--- config.mk ---
export PLATFORM = sky130hd
export DESIGN_NAME = pio_event_master
export DESIGN_NICKNAME = d
export VERILOG_FILES = /design/src/rtl/pio_event_master_pkg.sv /design/src/rtl/pio_event_master_fifo.sv /design/src/rtl/pio_event_master.sv
export SDC_FILE = /design/constraint.sdc
export NUM_CORES = 1
export LEC_CHECK = 0
export ABC_AREA = 1
export BUFFER_PORTS_ARGS = -buffer_cell sky130_fd_sc_hd__buf_2
export CORE_MARGIN = 2
export CORE_UTILIZATION = 50
export CTS_BUF_LIST = sky130_fd_sc_hd__clkbuf_4
export DETAILED_ROUTE_END_ITERATION = 7
export PLACE_DENSITY_LB_ADDON = 0.2
export SLEW_MARGIN = 30
export SYNTH_ARGS = -nofsm -noshare
export SYNTH_HDL_FRONTEND = slang
export SYNTH_SLANG_ARGS = --single-unit
--- constraint.sdc ---
create_clock -name clk -period 5.4 [get_ports clk]
set_input_delay 0.27 -clock clk [delete_from_list [all_inputs] [get_ports clk]]
set_output_delay 0.27 -clock clk [all_outputs]
set_load 0.02 [all_outputs]
--- src/rtl/pio_event_master_pkg.sv ---
// Shared definitions for the PIO event master: slave register map, FSM states,
// and the event record width.
package pio_event_master_pkg;

  localparam int unsigned PIO_AW = 2;
  localparam int unsigned PIO_DW = 32;

  localparam logic [PIO_AW-1:0] ADDR_DATA = 2'd0;
  localparam logic [PIO_AW-1:0] ADDR_MASK = 2'd2;
  localparam logic [PIO_AW-1:0] ADDR_CAP  = 2'd3;

  typedef enum logic [2:0] {
    ST_IDLE,
    ST_WR_MASK,
    ST_RD_CAP,
    ST_WR_CLR,
    ST_RD_DATA,
    ST_PUSH
  } state_e;

  // Event record is {capture, data}, each WIDTH bits.
  function automatic int unsigned evt_width(input int unsigned width);
    return 2 * width;
  endfunction

endpackage

--- src/rtl/pio_event_master_fifo.sv ---
// First-word-fall-through event FIFO; pointers carry one extra wrap bit so
// full and empty are distinguished without a separate counter.
module pio_evt_fifo #(
  parameter int unsigned DW    = 20,
  parameter int unsigned DEPTH = 8
) (
  input  logic          clk_i,
  input  logic          reset_i,
  input  logic          push_i,
  input  logic          pop_i,
  input  logic [DW-1:0] wdata_i,
  output logic [DW-1:0] rdata_o,
  output logic          full_o,
  output logic          empty_o
);

  localparam int unsigned AW = $clog2(DEPTH);
  localparam int unsigned PW = AW + 1;

  logic [PW-1:0] wr_ptr_q, wr_ptr_d;
  logic [PW-1:0] rd_ptr_q, rd_ptr_d;
  logic [DW-1:0] mem_q [DEPTH];
  logic          do_push;
  logic          do_pop;

  assign empty_o = (wr_ptr_q == rd_ptr_q);
  assign full_o  = (wr_ptr_q[AW] != rd_ptr_q[AW]) &&
                   (wr_ptr_q[AW-1:0] == rd_ptr_q[AW-1:0]);
  assign do_pop  = pop_i && !empty_o;
  // A pop in the same cycle frees the slot, so a push on full is still taken.
  assign do_push = push_i && (!full_o || do_pop);

  assign wr_ptr_d = wr_ptr_q + PW'(do_push);
  assign rd_ptr_d = rd_ptr_q + PW'(do_pop);
  assign rdata_o  = mem_q[rd_ptr_q[AW-1:0]];

  always_ff @(posedge clk_i or posedge reset_i) begin
    if (reset_i) begin
      wr_ptr_q <= '0;
      rd_ptr_q <= '0;
    end else begin
      wr_ptr_q <= wr_ptr_d;
      rd_ptr_q <= rd_ptr_d;
    end
  end

  always_ff @(posedge clk_i) begin
    if (do_push) mem_q[wr_ptr_q[AW-1:0]] <= wdata_i;
  end

endmodule

--- src/rtl/pio_event_master.sv ---
// Avalon-MM initiator that programs an edge-capture PIO's irq mask and, on
// irq, reads/clears the capture and reads live data into an event FIFO.
module pio_event_master
  import pio_event_master_pkg::*;
#(
  parameter int unsigned       WIDTH        = 10,
  parameter int unsigned       DEPTH        = 8,
  parameter int unsigned       READ_LATENCY = 1,
  parameter logic [WIDTH-1:0]  MASK_INIT    = '1
) (
  input  logic                 clk,
  input  logic                 reset,
  output logic [1:0]           pio_address,
  output logic                 pio_chipselect,
  output logic                 pio_write_n,
  output logic [31:0]          pio_writedata,
  input  logic [31:0]          pio_readdata,
  input  logic                 pio_irq,
  input  logic [WIDTH-1:0]     cfg_mask,
  input  logic                 cfg_mask_valid,
  output logic                 evt_valid,
  input  logic                 evt_ready,
  output logic [2*WIDTH-1:0]   evt_data,
  output logic                 evt_overflow,
  input  logic                 ovf_clr,
  output logic                 busy
);

  localparam int unsigned EW    = evt_width(WIDTH);
  localparam int unsigned CNT_W = $clog2(READ_LATENCY + 2);

  state_e              state_q, state_d;
  logic [CNT_W-1:0]    cnt_q, cnt_d;
  logic                read_done;

  logic [PIO_AW-1:0]   addr_q, addr_d;
  logic                cs_q, cs_d;
  logic                wr_n_q, wr_n_d;
  logic [PIO_DW-1:0]   wdata_q, wdata_d;
  logic                busy_q;

  logic                mask_pend_q, mask_pend_d;
  logic [WIDTH-1:0]    mask_val_q, mask_val_d;
  logic [WIDTH-1:0]    cap_q, cap_d;
  logic [WIDTH-1:0]    dat_q, dat_d;
  logic                push_q, push_d;
  logic                ovf_q, ovf_d;

  logic                fifo_full;
  logic                fifo_empty;
  logic                fifo_pop;
  logic                drop;
  logic [EW-1:0]       fifo_rdata;
  logic                unused_rdata;

  assign unused_rdata = ^pio_readdata[PIO_DW-1:WIDTH];

  // Reads hold the address for READ_LATENCY+1 cycles; sample on the last one.
  assign read_done = (cnt_q == CNT_W'(READ_LATENCY));

  always_ff @(posedge clk or posedge reset) begin
    if (reset) begin
      state_q <= ST_IDLE;
      cnt_q   <= '0;
    end else begin
      state_q <= state_d;
      cnt_q   <= cnt_d;
    end
  end

  always_comb begin
    state_d = state_q;
    cnt_d   = '0;
    case (state_q)
      ST_IDLE: begin
        if (mask_pend_q)  state_d = ST_WR_MASK;
        else if (pio_irq) state_d = ST_RD_CAP;
      end
      ST_WR_MASK: state_d = ST_IDLE;
      ST_RD_CAP: begin
        if (read_done) state_d = ST_WR_CLR;
        else           cnt_d   = cnt_q + CNT_W'(1);
      end
      ST_WR_CLR: state_d = ST_RD_DATA;
      ST_RD_DATA: begin
        if (read_done) state_d = ST_PUSH;
        else           cnt_d   = cnt_q + CNT_W'(1);
      end
      ST_PUSH: state_d = ST_IDLE;
      default: state_d = ST_IDLE;
    endcase
  end

  // Bus registers load from the next state so the access is visible in-state.
  always_comb begin
    cs_d        = 1'b0;
    wr_n_d      = 1'b1;
    addr_d      = ADDR_DATA;
    wdata_d     = '0;
    cap_d       = cap_q;
    dat_d       = dat_q;
    push_d      = 1'b0;
    mask_pend_d = mask_pend_q;
    mask_val_d  = mask_val_q;
    case (state_d)
      ST_WR_MASK: begin
        cs_d    = 1'b1;
        wr_n_d  = 1'b0;
        addr_d  = ADDR_MASK;
        wdata_d = PIO_DW'(mask_val_q);
      end
      ST_RD_CAP: begin
        cs_d   = 1'b1;
        addr_d = ADDR_CAP;
      end
      ST_WR_CLR: begin
        cs_d   = 1'b1;
        wr_n_d = 1'b0;
        addr_d = ADDR_CAP;
      end
      ST_RD_DATA: begin
        cs_d   = 1'b1;
        addr_d = ADDR_DATA;
      end
      default: ;
    endcase
    if (state_q == ST_RD_CAP && read_done)  cap_d = pio_readdata[WIDTH-1:0];
    if (state_q == ST_RD_DATA && read_done) dat_d = pio_readdata[WIDTH-1:0];
    if (state_q == ST_PUSH)                 push_d = (cap_q != '0);
    if (state_q == ST_IDLE && state_d == ST_WR_MASK) mask_pend_d = 1'b0;
    // A new request always re-arms, even while the previous value is on the bus.
    if (cfg_mask_valid) begin
      mask_pend_d = 1'b1;
      mask_val_d  = cfg_mask;
    end
  end

  assign fifo_pop = evt_valid && evt_ready;
  assign drop     = push_q && fifo_full && !fifo_pop;

  always_comb begin
    ovf_d = ovf_q;
    if (ovf_clr) ovf_d = 1'b0;
    if (drop)    ovf_d = 1'b1;
  end

  always_ff @(posedge clk or posedge reset) begin
    if (reset) begin
      cs_q        <= 1'b0;
      wr_n_q      <= 1'b1;
      addr_q      <= '0;
      wdata_q     <= '0;
      busy_q      <= 1'b1;
      mask_pend_q <= 1'b1;
      mask_val_q  <= MASK_INIT;
      cap_q       <= '0;
      dat_q       <= '0;
      push_q      <= 1'b0;
      ovf_q       <= 1'b0;
    end else begin
      cs_q        <= cs_d;
      wr_n_q      <= wr_n_d;
      addr_q      <= addr_d;
      wdata_q     <= wdata_d;
      busy_q      <= (state_d != ST_IDLE);
      mask_pend_q <= mask_pend_d;
      mask_val_q  <= mask_val_d;
      cap_q       <= cap_d;
      dat_q       <= dat_d;
      push_q      <= push_d;
      ovf_q       <= ovf_d;
    end
  end

  pio_evt_fifo #(
    .DW    (EW),
    .DEPTH (DEPTH)
  ) u_fifo (
    .clk_i   (clk),
    .reset_i (reset),
    .push_i  (push_q),
    .pop_i   (fifo_pop),
    .wdata_i ({cap_q, dat_q}),
    .rdata_o (fifo_rdata),
    .full_o  (fifo_full),
    .empty_o (fifo_empty)
  );

  assign pio_address    = addr_q;
  assign pio_chipselect = cs_q;
  assign pio_write_n    = wr_n_q;
  assign pio_writedata  = wdata_q;
  assign busy           = busy_q;
  assign evt_valid      = !fifo_empty;
  assign evt_data       = fifo_rdata;
  assign evt_overflow   = ovf_q;

endmodule

==> results of run 1 <==
report_power, final:
| part | leakage, nW | internal, mW | total [mW] | switching [mW] |
|---|---|---|---|---|
| Sequential | 2.13 | 2.19 | 2.46 | 0.273 |
| Clock | 0.433 | 0.756 | 1.39 | 0.632 |
| Combinational | 1.70 | 0.543 | 1.72 | 1.18 |
| Total | 4.25 | 3.48 | 5.56 | 2.08 |
per-stage QoR:
stage | instance area [um^2] | power, mW | hold slack [ps] | util | instances
after floorplan | 8970 | 3.68 | 344 | - | 799
after global placement | 9290 | 4.13 | 457 | 0.535 | 1038
after detailed placement | 9290 | 4.19 | 477 | 0.535 | 1038
after CTS | 10500 | 5.61 | 82.0 | 0.603 | 1184
after global routing | 10500 | 5.94 | 89.3 | 0.603 | 1185
final | 10500 | 5.56 | 118 | 0.603 | 1185
cell type report:
type	instances	area, um^2
diodes	1	2.50
clock buffers	84	631
clock inverters	18	93.8
fillers	1414	6900
inverters	40	150
multi-input cells	477	2100
flip-flops and latches	221	6350
well taps	225	282
repair buffers	119	848
registers in the layout, indices dropped and copies added (netlist names), 3 cells and up:
register	count
cap_q	10
dat_q	10
mask_val_q	10
pio_writedata	10
state_q	3
u_fifo.mem_q	160
u_fifo.rd_ptr_q	4
u_fifo.wr_ptr_q	4
worst register-to-register path: stages (launching register included):
cell and delay, ps:
dfrtp_2 390, buf_4 360, inv_2 170, buf_4 670
nand2_1 110, nand2_1 100, nand2_1 50, nor2_1 160
a21boi_0 130, ha_1 240, ha_1 210, xor2_1 150
cells by family (layout without fill, tap and decap cells):
group,Yosys count,after routing,share of synthesized area
adder cells (fa/ha/maj),4,4,0.00563
other,1,23,0.000422
buffers and inverters,101,261,0.0603
AND/OR/NAND/NOR,290,290,0.126
AO/OA/AOI/OAI,156,156,0.0884
flip-flops,221,221,0.714
XOR/XNOR,5,5,0.00493
layer usage:
layer / up-vias / part of all wire / track usage
met5: - / 0 / 0
met4: 0 / 0.020 / 0.0790
met3: 33 / 0.059 / 0.0460
met2: 208 / 0.49 / 0.349
met1: 2910 / 0.43 / 0.273
li1: 2893 / - / -
Yosys cell counts, drive strengths merged:
cell type,instances,area share
edfxtp,160,0.54
nor2,152,0.064
o21ai,152,0.086
nand2,121,0.051
buf,54,0.040
dfrtp,48,0.14
inv,40,0.017
dfstp,13,0.038
nand3,12,0.0068
clkbuf,7,0.0030
ha,4,0.0056
xor2,4,0.0039
a21oi,2,0.0011
nor3,2,0.0011
a21boi,1,0.00085
a21o,1,0.00085
and2,1,0.00099
and3,1,0.00070
conb,1,0.00042
nor4,1,0.00070
xnor2,1,0.00099
path summary, 6_finish.rpt:
kind                       cells past startpoint  slack, ps                    startpoint                           end
min                                            3        120                     evt_ready  u_fifo.rd_ptr_q[0]$_DFF_PP0_
max in group asynchronous                      4       4440                         reset  u_fifo.rd_ptr_q[1]$_DFF_PP0_
max reg2reg                                   11       2510  u_fifo.rd_ptr_q[0]$_DFF_PP0_  u_fifo.rd_ptr_q[2]$_DFF_PP0_
min reg2reg                                    1        490            cnt_q[0]$_DFF_PP0_            cnt_q[0]$_DFF_PP0_
max                                            8       2140  u_fifo.rd_ptr_q[0]$_DFF_PP0_                  evt_data[12]
min in group asynchronous                      4        410                         reset    pio_writedata[9]$_DFF_PP0_
==> summary.md, run 1 <==
| Metric | Value |
|---|---|
| Status | complete, no violations |
| Post-CTS setup buffer count | 0 |
| Post-DP HPWL | between 10000 and 15000 um |
| CTS resizes | 0 |
| Worst Path Max Fanout | 84 |
| Startpoint Class | flop |
| Row cnt | 48 |
| Worst-Skew Late Latency | 650 ps |
| Avg Synthesized Cell Area | 11.4 um^2 |
| Worst setup margin | between 2000 and 2500 ps |
| Req. time, crit path | between 5000 and 6000 ps |
| Setup TNS | 0 ps |
| Slew HR | 0.411 |
| Htree depth | 2 |
| TritonCTS Buffers | between 50 and 60 |
| WL/cell | around 16 um |
| CP top delay family | buffers and inverters |
| Vias/cell | 5.10 |
| First-pass DRT Iterations | 5 |
| Final Cycle Share | 0.603 |
| Number of port buffers | between 60 and 70 |
| Max Cap Viol | 0 |
| CTS tree | yes |
| Peak VDD IR | about 0.42 mV |
| Pin count of the biggest net entering global routing | 85 |
| Minimum clock period | about 3300 ps |
| Most frequent cells in the layout | edfxtp_1 (160), nor2_1 (143), nand2_1 (120), o21ai_1 (98), clkbuf_4 (84) |
| Initial drt markers | just over 300 |
| GP Congestion | about 0.85 |
| Final hold vios | 0 |
| CP max stage delay | between 600 and 700 ps |
| Achievable Freq | 307 MHz |
| Global-route congestion overflow total | 0 |
| Synth unique cells | 28 |
| Clock Skew | ~29 ps |
| Root Buffer Master | clkbuf_4 |
| Crit path cell chain | buf_4, inv_2, buf_4, nor2_1, o21ai_0, nand2_1, nand2_1, buf_2 |
| Setup violators final | 0 |
| DRC violations left | 0 |
| Synth Register Bits | roughly 220 |
| Power per cell area | 532 nW/um^2 |
| Pre-CTS setup slack | roughly 2500 ps |
| Share of cells above drive strength 1 | 0.202 |
| Register area share after synthesis | 0.714 |
| GR Util All Layers | 0.210 |
| Post-Syn Instances | slightly below 800 |
| First-pass GRT wire length | 30000 um |
| Core area | 17400 um^2 |
| Initial Util | 0.512 |
| Die X | ~140 um |
| Vias in the first global route | between 5000 and 6000 |
| Worst-Margin Slew | around 880 ps |
| Buf+Inv Stages, Crit Path | 4 |
| WL final | 19000 um |
| Die Y | approximately 140 um |
| CTS Buffer Depth | 3 |
| Area Growth Syn to Fin | 17.7% |
| Leak | 4.25 nW |
| Worst setup path category | flop to output port |
| Final net count | 965 |
| RSZ-0062 raised after global routing | no |
| Via Count | 6044 |
| Max-slew violation count | 0 |
| Routed Antenna Nets | 0 |
| Io pins | ~110 |
| Commonest non-fill, non-tap cell in the layout | edfxtp_1 |
| YS warnings | 0 |
| Die Footprint | ~19000 um^2 |
| Critical Path Slowest Stage Cell | buf_4 |
| Clock sink total | about 220 |
| Critical Path AT | roughly 3000 ps |
| Worst-path clk slew | 60 ps |
| Initial antenna violation count | 1 |
| Area of the mapped netlist | roughly 9000 um^2 |
| Min-Delay Path Class | input port to flop |
| CP endpoint kind | output port |
| Cts hold-fix bufs | 44 |
(Power assumes the default switching activity.)
==> run 2, diff against run 1 <==
- ABC_AREA: 1 -> 0
- clock period: 5.4 -> 2.92 ns (I/O delays scaled with it)
==> summary.md, run 2 <==
| Metric | Value |
|---|---|
| Buf+Inv Stages, Crit Path | 2 (-2) |
| WL final | 17000 um (-11%) |
| Slew HR | 0.530 (+0.119) |
| Minimum clock period | 2710 ps |
| Via Count | 4490 (-26%) |
| Fillers | 1261 (-11%) |
| Peak VDD IR | 0.597 mV (+41%) |
| Leak | 3.99 nW (-6.2%) |
| Final net count | 643 (-33%) |
| Minimum hold slack | 59.3 ps (-58.8 ps) |
| CTS Buffer Depth | 3 (unchanged) |
| GP Congestion | 0.723 (-14%) |
| Row cnt | 48 (unchanged) |
| Register area share after synthesis | 0.722 (+0.00772) |
| Clock power share | 0.260 (+0.011) |
| Vias/cell | 5.21 (+2.1%) |
| First-pass GRT wire length | 26600 um (-12%) |
| TritonCTS Buffers | 54 (unchanged) |
| Final Non-Filler Cells | 862 (-27%) |
| Area Growth Syn to Fin | 18.9% |
| Htree depth | 2 (unchanged) |
| Worst Path Max Fanout | 18 (-79%) |
| P_int | 6.75 mW (+94%) |
| Root Buffer Master | clkbuf_4 |
| Clock Skew | 27.1 ps (-2.04 ps) |
| CP endpoint kind | output port |
| Max-slew violation count | 0 (unchanged) |
| Initial Util | 0.510 (-0.00195) |
| Post-Syn Instances | 435 (-44%) |
| Commonest non-fill, non-tap cell in the layout | edfxtp_1 |
| Most frequent cells in the layout | edfxtp_1 (160), clkbuf_4 (75), buf_2 (62), mux2_2 (50), dfrtp_1 (47) |
| Worst-path clk slew | 60 ps (about the same) |
| Number of port buffers | 62 (unchanged) |
| Pwr Total | 9.89 mW (+78%) |
| GR Util All Layers | 0.195 (-0.0154) |
| Startpoint Class | flop |
| First-pass DRT Iterations | 4 (-1) |
| Initial drt markers | 265 (-14%) |
| Io pins | 107 (unchanged) |
| Achievable Freq | roughly 370 MHz |
| Post-synth top area share | 0.546 (+0.00585) |
| Cells after DPL | 725 (-30%) |
| Switching power | 3.14 mW (+51%) |
| CP max stage delay | 630 ps (-40 ps) |
| Setup TNS | 0 ps (unchanged) |
| Die Footprint | 18700 um^2 (-1.0%) |
| Req. time, crit path | 2770 ps (-2360 ps) |
| Synth Register Bits | 221 (unchanged) |
| Area of the mapped netlist | 8790 um^2 (-1.1%) |
| Most common cell in the netlist | edfxtp_1 |
| Power per cell area | 946 nW/um^2 (+78%) |
| Worst setup path category | flop to output port |
| Reg2Reg Setup Slack | 640 ps (-1870 ps) |
| Clock sink total | 221 (unchanged) |
| Global-route congestion overflow total | 0 (unchanged) |
| Status | complete, no violations |
| Avg Synthesized Cell Area | 20.2 um^2 (+77%) |
| Max FFs per register | 160 (unchanged) |
| Cell accounting for the most synthesized area | edfxtp_1 |
| Critical Path AT | 2570 ps (-420 ps) |
| CP top delay family | multiplexers |
| Flop pwr share | 0.475 (+0.033) |
| Final Cycle Share | 0.930 |
| Main synth FF type | edfxtp_1 |
| Worst-Margin Slew | 700 ps (-183 ps) |
| Share of cells above drive strength 1 | 0.392 (+0.189) |
| RSZ-0062 raised after global routing | no |
| DRC violations left | 0 (unchanged) |
| Vias in the first global route | 4829 (-18%) |
| Worst-Skew Late Latency | 640 ps (about the same) |
| Synth unique cells | 38 (+36%) |
| Crit path cell chain | buf_4, mux4_1, mux2_2, buf_2 |
| Critical Path Slowest Stage Cell | dfrtp_4 |
| YS warnings | 0 (unchanged) |
| Setup violators final | 0 (unchanged) |
| Critical Path Stages | 4 (-4) |
| Min-Delay Path Class | input port to flop |
| Core area | 17200 um^2 (-0.69%) |
| Initial antenna violation count | 1 (unchanged) |
| WHS Path Cells | 3 (unchanged) |
| Max Cap Viol | 0 (unchanged) |
| Die X | 137 um (-0.52%) |
| Final hold vios | 0 (unchanged) |
| Switching share of power | 0.318 (-0.0560) |
| Routed Antenna Nets | 0 (unchanged) |
| EDFF count, synth | 160 (unchanged) |
| Top post-synthesis cells by count | edfxtp_1 (160), mux2_2 (50), dfrtp_1 (48) |
| Pin count of the biggest net entering global routing | 32 (-62%) |
| WL/cell | 19.7 um (+22%) |
| Gate power share | 0.266 (-0.043) |
| Post-CTS setup buffer count | 0 (unchanged) |
| Ranking of synthesized cells by area | edfxtp_1 (55%), dfrtp_1 (14%), mux4_1 (9.6%), mux2_2 (6.4%), dfstp_2 (3.9%) |
| Post-DP HPWL | 10200 um (-2.0%) |
| CTS tree | yes |
| R2r worst-path depth | 4 (-7) |
| Ys async rst share | 0.276 (unchanged) |
| Die Y | 137 um (-0.52%) |
==> run 2: metrics by stage <==
stage | instance area [um^2] | worst slack (ps) | utilization
2_1_floorplan | 8880 | -810 | -
3_3_place_gp | 9380 | 684 | 0.544
3_5_place_dp | 9380 | 644 | 0.544
4_1_cts | 10500 | 125 | 0.606
5_1_grt | 10500 | 57.3 | 0.607
6_report | 10500 | 205 | 0.607
==> run 2: per-layer routing <==
metal	GRT usage	wire, um	part of all wire	vias up
li1	-	-	-	2047
met1	0.254	7120	0.42	2278
met2	0.322	8600	0.51	147
met3	0.0493	1050	0.062	18
met4	0.0671	191	0.011	0
met5	0	0	0	-
==> run 2: worst reg2reg max path, stage by stage (launching register included) <==
cell	delay [ps]
dfrtp_1	570
xor2_1	340
nor4_4	150
a2111oi_2	510
buf_4	380
==> run 2: area by class of cell <==
cell class / instances / area, um^2 / share of cell area
Tap cell: 225 / 282 / 0.0269
Multi-Input combinational cell: 187 / 2220 / 0.213
Clock buffer: 75 / 563 / 0.0539
Clock inverter: 26 / 156 / 0.0150
Timing Repair Buffer: 121 / 853 / 0.0816
Sequential cell: 221 / 6350 / 0.607
Antenna cell: 1 / 2.50 / 0.000239
Inverter: 6 / 22.5 / 0.00215
==> run 2: worst paths after layout <==
kind,startpoint,to
worst min register to register,cnt_q[0]$_DFF_PP0_,cnt_q[0]$_DFF_PP0_
worst max register to register,u_fifo.wr_ptr_q[2]$_DFF_PP0_,u_fifo.mem_q[7][19]$_DFFE_PP_
min in group asynchronous,reset,pio_writedata[1]$_DFF_PP0_
max in group asynchronous,reset,pio_write_n$_DFF_PP1_
worst min-delay path,evt_ready,u_fifo.rd_ptr_q[0]$_DFF_PP0_
worst max-delay path,u_fifo.rd_ptr_q[0]$_DFF_PP0_,evt_data[19]
==> run 2: kinds of logic (layout without fill, tap and decap cells) <==
| kind of cell | count (synthesis) | after routing | share of synthesized area |
|---|---|---|---|
| XOR/XNOR | 9 | 9 | 0.00982 |
| buffers and inverters | 48 | 228 | 0.0386 |
| adder cells (fa/ha/maj) | 4 | 4 | 0.00569 |
| other | 1 | 23 | 0.000427 |
| flip-flops | 221 | 221 | 0.722 |
| AO/OA/AOI/OAI | 20 | 20 | 0.0161 |
| AND/OR/NAND/NOR | 42 | 42 | 0.0273 |
| multiplexers | 90 | 90 | 0.180 |
==> run 2: power groups by stage <==
stage	sequential [mW]	combinational (mW)	clock, mW
6_report	4.70	2.63	2.57
4_1_cts	4.70	2.67	2.66
3_5_place_dp	4.77	2.61	0
2_1_floorplan	4.58	2.00	0
3_3_place_gp	4.71	2.58	0
5_1_grt	4.79	2.84	2.81
==> run 2: repair_timing <==
action | 4_1_cts | 5_1_grt
endpoints found under the setup margin | 1 | 0
hold buffers | 35 | 0
gates resized for setup | 1 | 0
endpoints found under the hold margin | 66 | 0
==> run 3, diff against run 2 <==
- BUFFER_PORTS_ARGS: -buffer_cell sky130_fd_sc_hd__buf_2 -> not set
- CORE_UTILIZATION: 50 -> 25
- DONT_BUFFER_PORTS: not set -> 1
==> summary.md, run 3 (same netlist as run 2, synthesis figures left out) <==
| Metric | Value |
|---|---|
| Number of port buffers | 0 (-100%) |
| Die Y | 192 um (+40%) |
| Slew HR | 0.500 (-0.0296) |
| R2r worst-path depth | 5 (+1) |
| Die X | 192 um (+40%) |
| Req. time, crit path | 2770 ps (about the same) |
| CTS Buffer Depth | 3 (unchanged) |
| Post-CTS setup buffer count | 0 (unchanged) |
| Io pins | 107 (unchanged) |
| RR Endpoint | u_fifo.mem_q[1][3]$_DFFE_PP_ |
| Core area | 34600 um^2 (+100%) |
| GR Util All Layers | 0.110 (-0.0854) |
| Clock sink total | 221 (unchanged) |
| First-pass GRT wire length | 29600 um (+12%) |
| Htree depth | 2 (unchanged) |
| Leak | 3.78 nW (-5.2%) |
| Core Util, Final | 0.303 (-0.304) |
| Most frequent cells in the layout | edfxtp_1 (160), clkbuf_4 (89), mux2_2 (50), dfrtp_1 (47), mux4_1 (32) |
| Initial antenna violation count | 2 (+1) |
| Final hold vios | 0 (unchanged) |
| Vias/cell | 4.21 (-19%) |
| DP Area | 9360 um^2 (-0.24%) |
| Pin count of the biggest net entering global routing | 43 (+34%) |
| Multi-input logic area | 2220 um^2 (unchanged) |
| Achievable Freq | 394 MHz (+7.1%) |
| Final instance area | 10500 um^2 (+0.19%) |
| Startpoint Class | flop |
| Worst Path Max Fanout | 42 (+24) |
| Worst-Skew Late Latency | 700 ps (+60 ps) |
| Final net count | 583 (-9.3%) |
| Commonest non-fill, non-tap cell in the layout | edfxtp_1 |
| Routed Antenna Nets | 0 (unchanged) |
| Root Buffer Master | clkbuf_4 |
| Clock Skew | 74.1 ps (+47.0 ps) |
| Minimum clock period | 2540 ps (-179 ps) |
| Row cnt | 68 (+42%) |
| Global-route congestion overflow total | 0 (unchanged) |
| Initial drt markers | 231 (-13%) |
| RR Startpoint | u_fifo.wr_ptr_q[2]$_DFF_PP0_ |
| Vias in the first global route | 4853 (+0.50%) |
| GP Congestion | 0.722 (-0.21%) |
| Cells after DPL | 893 (+23%) |
| Via Count | 4372 (-2.6%) |
| Worst-path clk slew | 70 ps (about the same) |
| CTS tree | yes |
| WL/cell | 18.8 um (-4.5%) |
| TritonCTS Buffers | 60 (+11%) |
| Die Footprint | 36700 um^2 (+97%) |
| Worst setup path category | flop to output port |
| Final Cycle Share | 0.868 (-0.0615) |
| Power per cell area | 949 nW/um^2 (+0.26%) |
| Final Non-Filler Cells | 1039 (+21%) |
| Status | complete, no violations |
| Area Growth Syn to Fin | 19.1% |
| CP endpoint kind | output port |
| Critical Path AT | 2390 ps (-180 ps) |
| Worst-Margin Slew | 748 ps (+48.6 ps) |
| Peak VDD IR | 0.449 mV (-25%) |
| DRC violations left | 0 (unchanged) |
| Initial Util | 0.254 (-0.256) |
| WL final | 19500 um (+15%) |
| Reg2Reg Setup Slack | 570 ps (-70 ps) |
| Max Cap Viol | 0 (unchanged) |
| RSZ-0062 raised after global routing | no |
| Max-slew violation count | 0 (unchanged) |
| First-pass DRT Iterations | 6 (+2) |
| Fillers | 3413 (+170%) |
| Share of cells above drive strength 1 | 0.352 (-0.0399) |
| Setup violators final | 0 (unchanged) |
| Max FFs per register | 160 (unchanged) |
| Post-DP HPWL | 11700 um (+14%) |
| Min-Delay Path Class | input port to asynchronous set/reset pin |
| Reg area | 6350 um^2 (about the same) |
==> run 3: changes by cell type in the layout (fill, tap and decap cells not counted), sizes merged <==
cell,delta
inv,+2
bufinv,-1
buf,-62
dlygate4sd3,-4
clkbuf,+14
clkinv,-2
==> run 3: metal layers <==
| metal | track usage | vias to the layer above | routed length, um |
|---|---|---|---|
| met4 | 0.0399 | 2 | 444 |
| met2 | 0.188 | 141 | 9950 |
| li1 | - | 1932 | - |
| met1 | 0.129 | 2256 | 7920 |
| met5 | 0 | - | 13 |
| met3 | 0.0327 | 41 | 1190 |
==> run 3: timing repair <==
action	4_1_cts	5_1_grt
hold buffers	31	0
hold endpoints to repair	91	0
resized for setup	0	0
==> run 3: how the worst max path moves through the flow <==
stage | from | to | slack, ps | cells past startpoint
after floorplan | u_fifo.wr_ptr_q[2]$_DFF_PP0_ | u_fifo.mem_q[1][0]$_DFFE_PP_ | -810 | 4
after global placement | u_fifo.wr_ptr_q[2]$_DFF_PP0_ | u_fifo.mem_q[3][8]$_DFFE_PP_ | 610 | 5
after detailed placement | u_fifo.wr_ptr_q[2]$_DFF_PP0_ | u_fifo.mem_q[1][14]$_DFFE_PP_ | 580 | 5
after CTS | u_fifo.rd_ptr_q[1]$_DFF_PP0_ | evt_data[13] | 270 | 3
after global routing | u_fifo.rd_ptr_q[1]$_DFF_PP0_ | evt_data[13] | 220 | 3
final | u_fifo.rd_ptr_q[1]$_DFF_PP0_ | evt_data[13] | 380 | 3
==> run 3: cell type report <==
class	count	area share
multi-input cells	187	0.212
diodes	1	0.000239
flip-flops and latches	221	0.606
repair buffers	55	0.0480
clock buffers	89	0.0638
clock inverters	25	0.0130
well taps	455	0.0543
inverters	6	0.00215
==> run 3: stage by stage <==
stage          TNS [ps]  total power [mW]  setup slack [ps]  hold slack, ps
6_report              0              9.94               385            61.1
5_1_grt               0              10.6               221            33.3
4_1_cts               0              10.2               267            3.44
3_5_place_dp          0              7.25               577             201
3_3_place_gp          0              7.20               614             189
2_1_floorplan    -64790              6.57              -810             296
==> run 3: power by group <==
| part | switching, mW | total, mW | internal (mW) |
|---|---|---|---|
| sequential | 0.671 | 4.79 | 4.12 |
| clock | 1.30 | 2.80 | 1.50 |
| combinational | 1.31 | 2.36 | 1.05 |
==> run 3: worst max-delay path, stage by stage, from the launching register on <==
cell and delay, ps:
dfrtp_1 400, buf_4 550, mux4_1 400, mux2_2 380
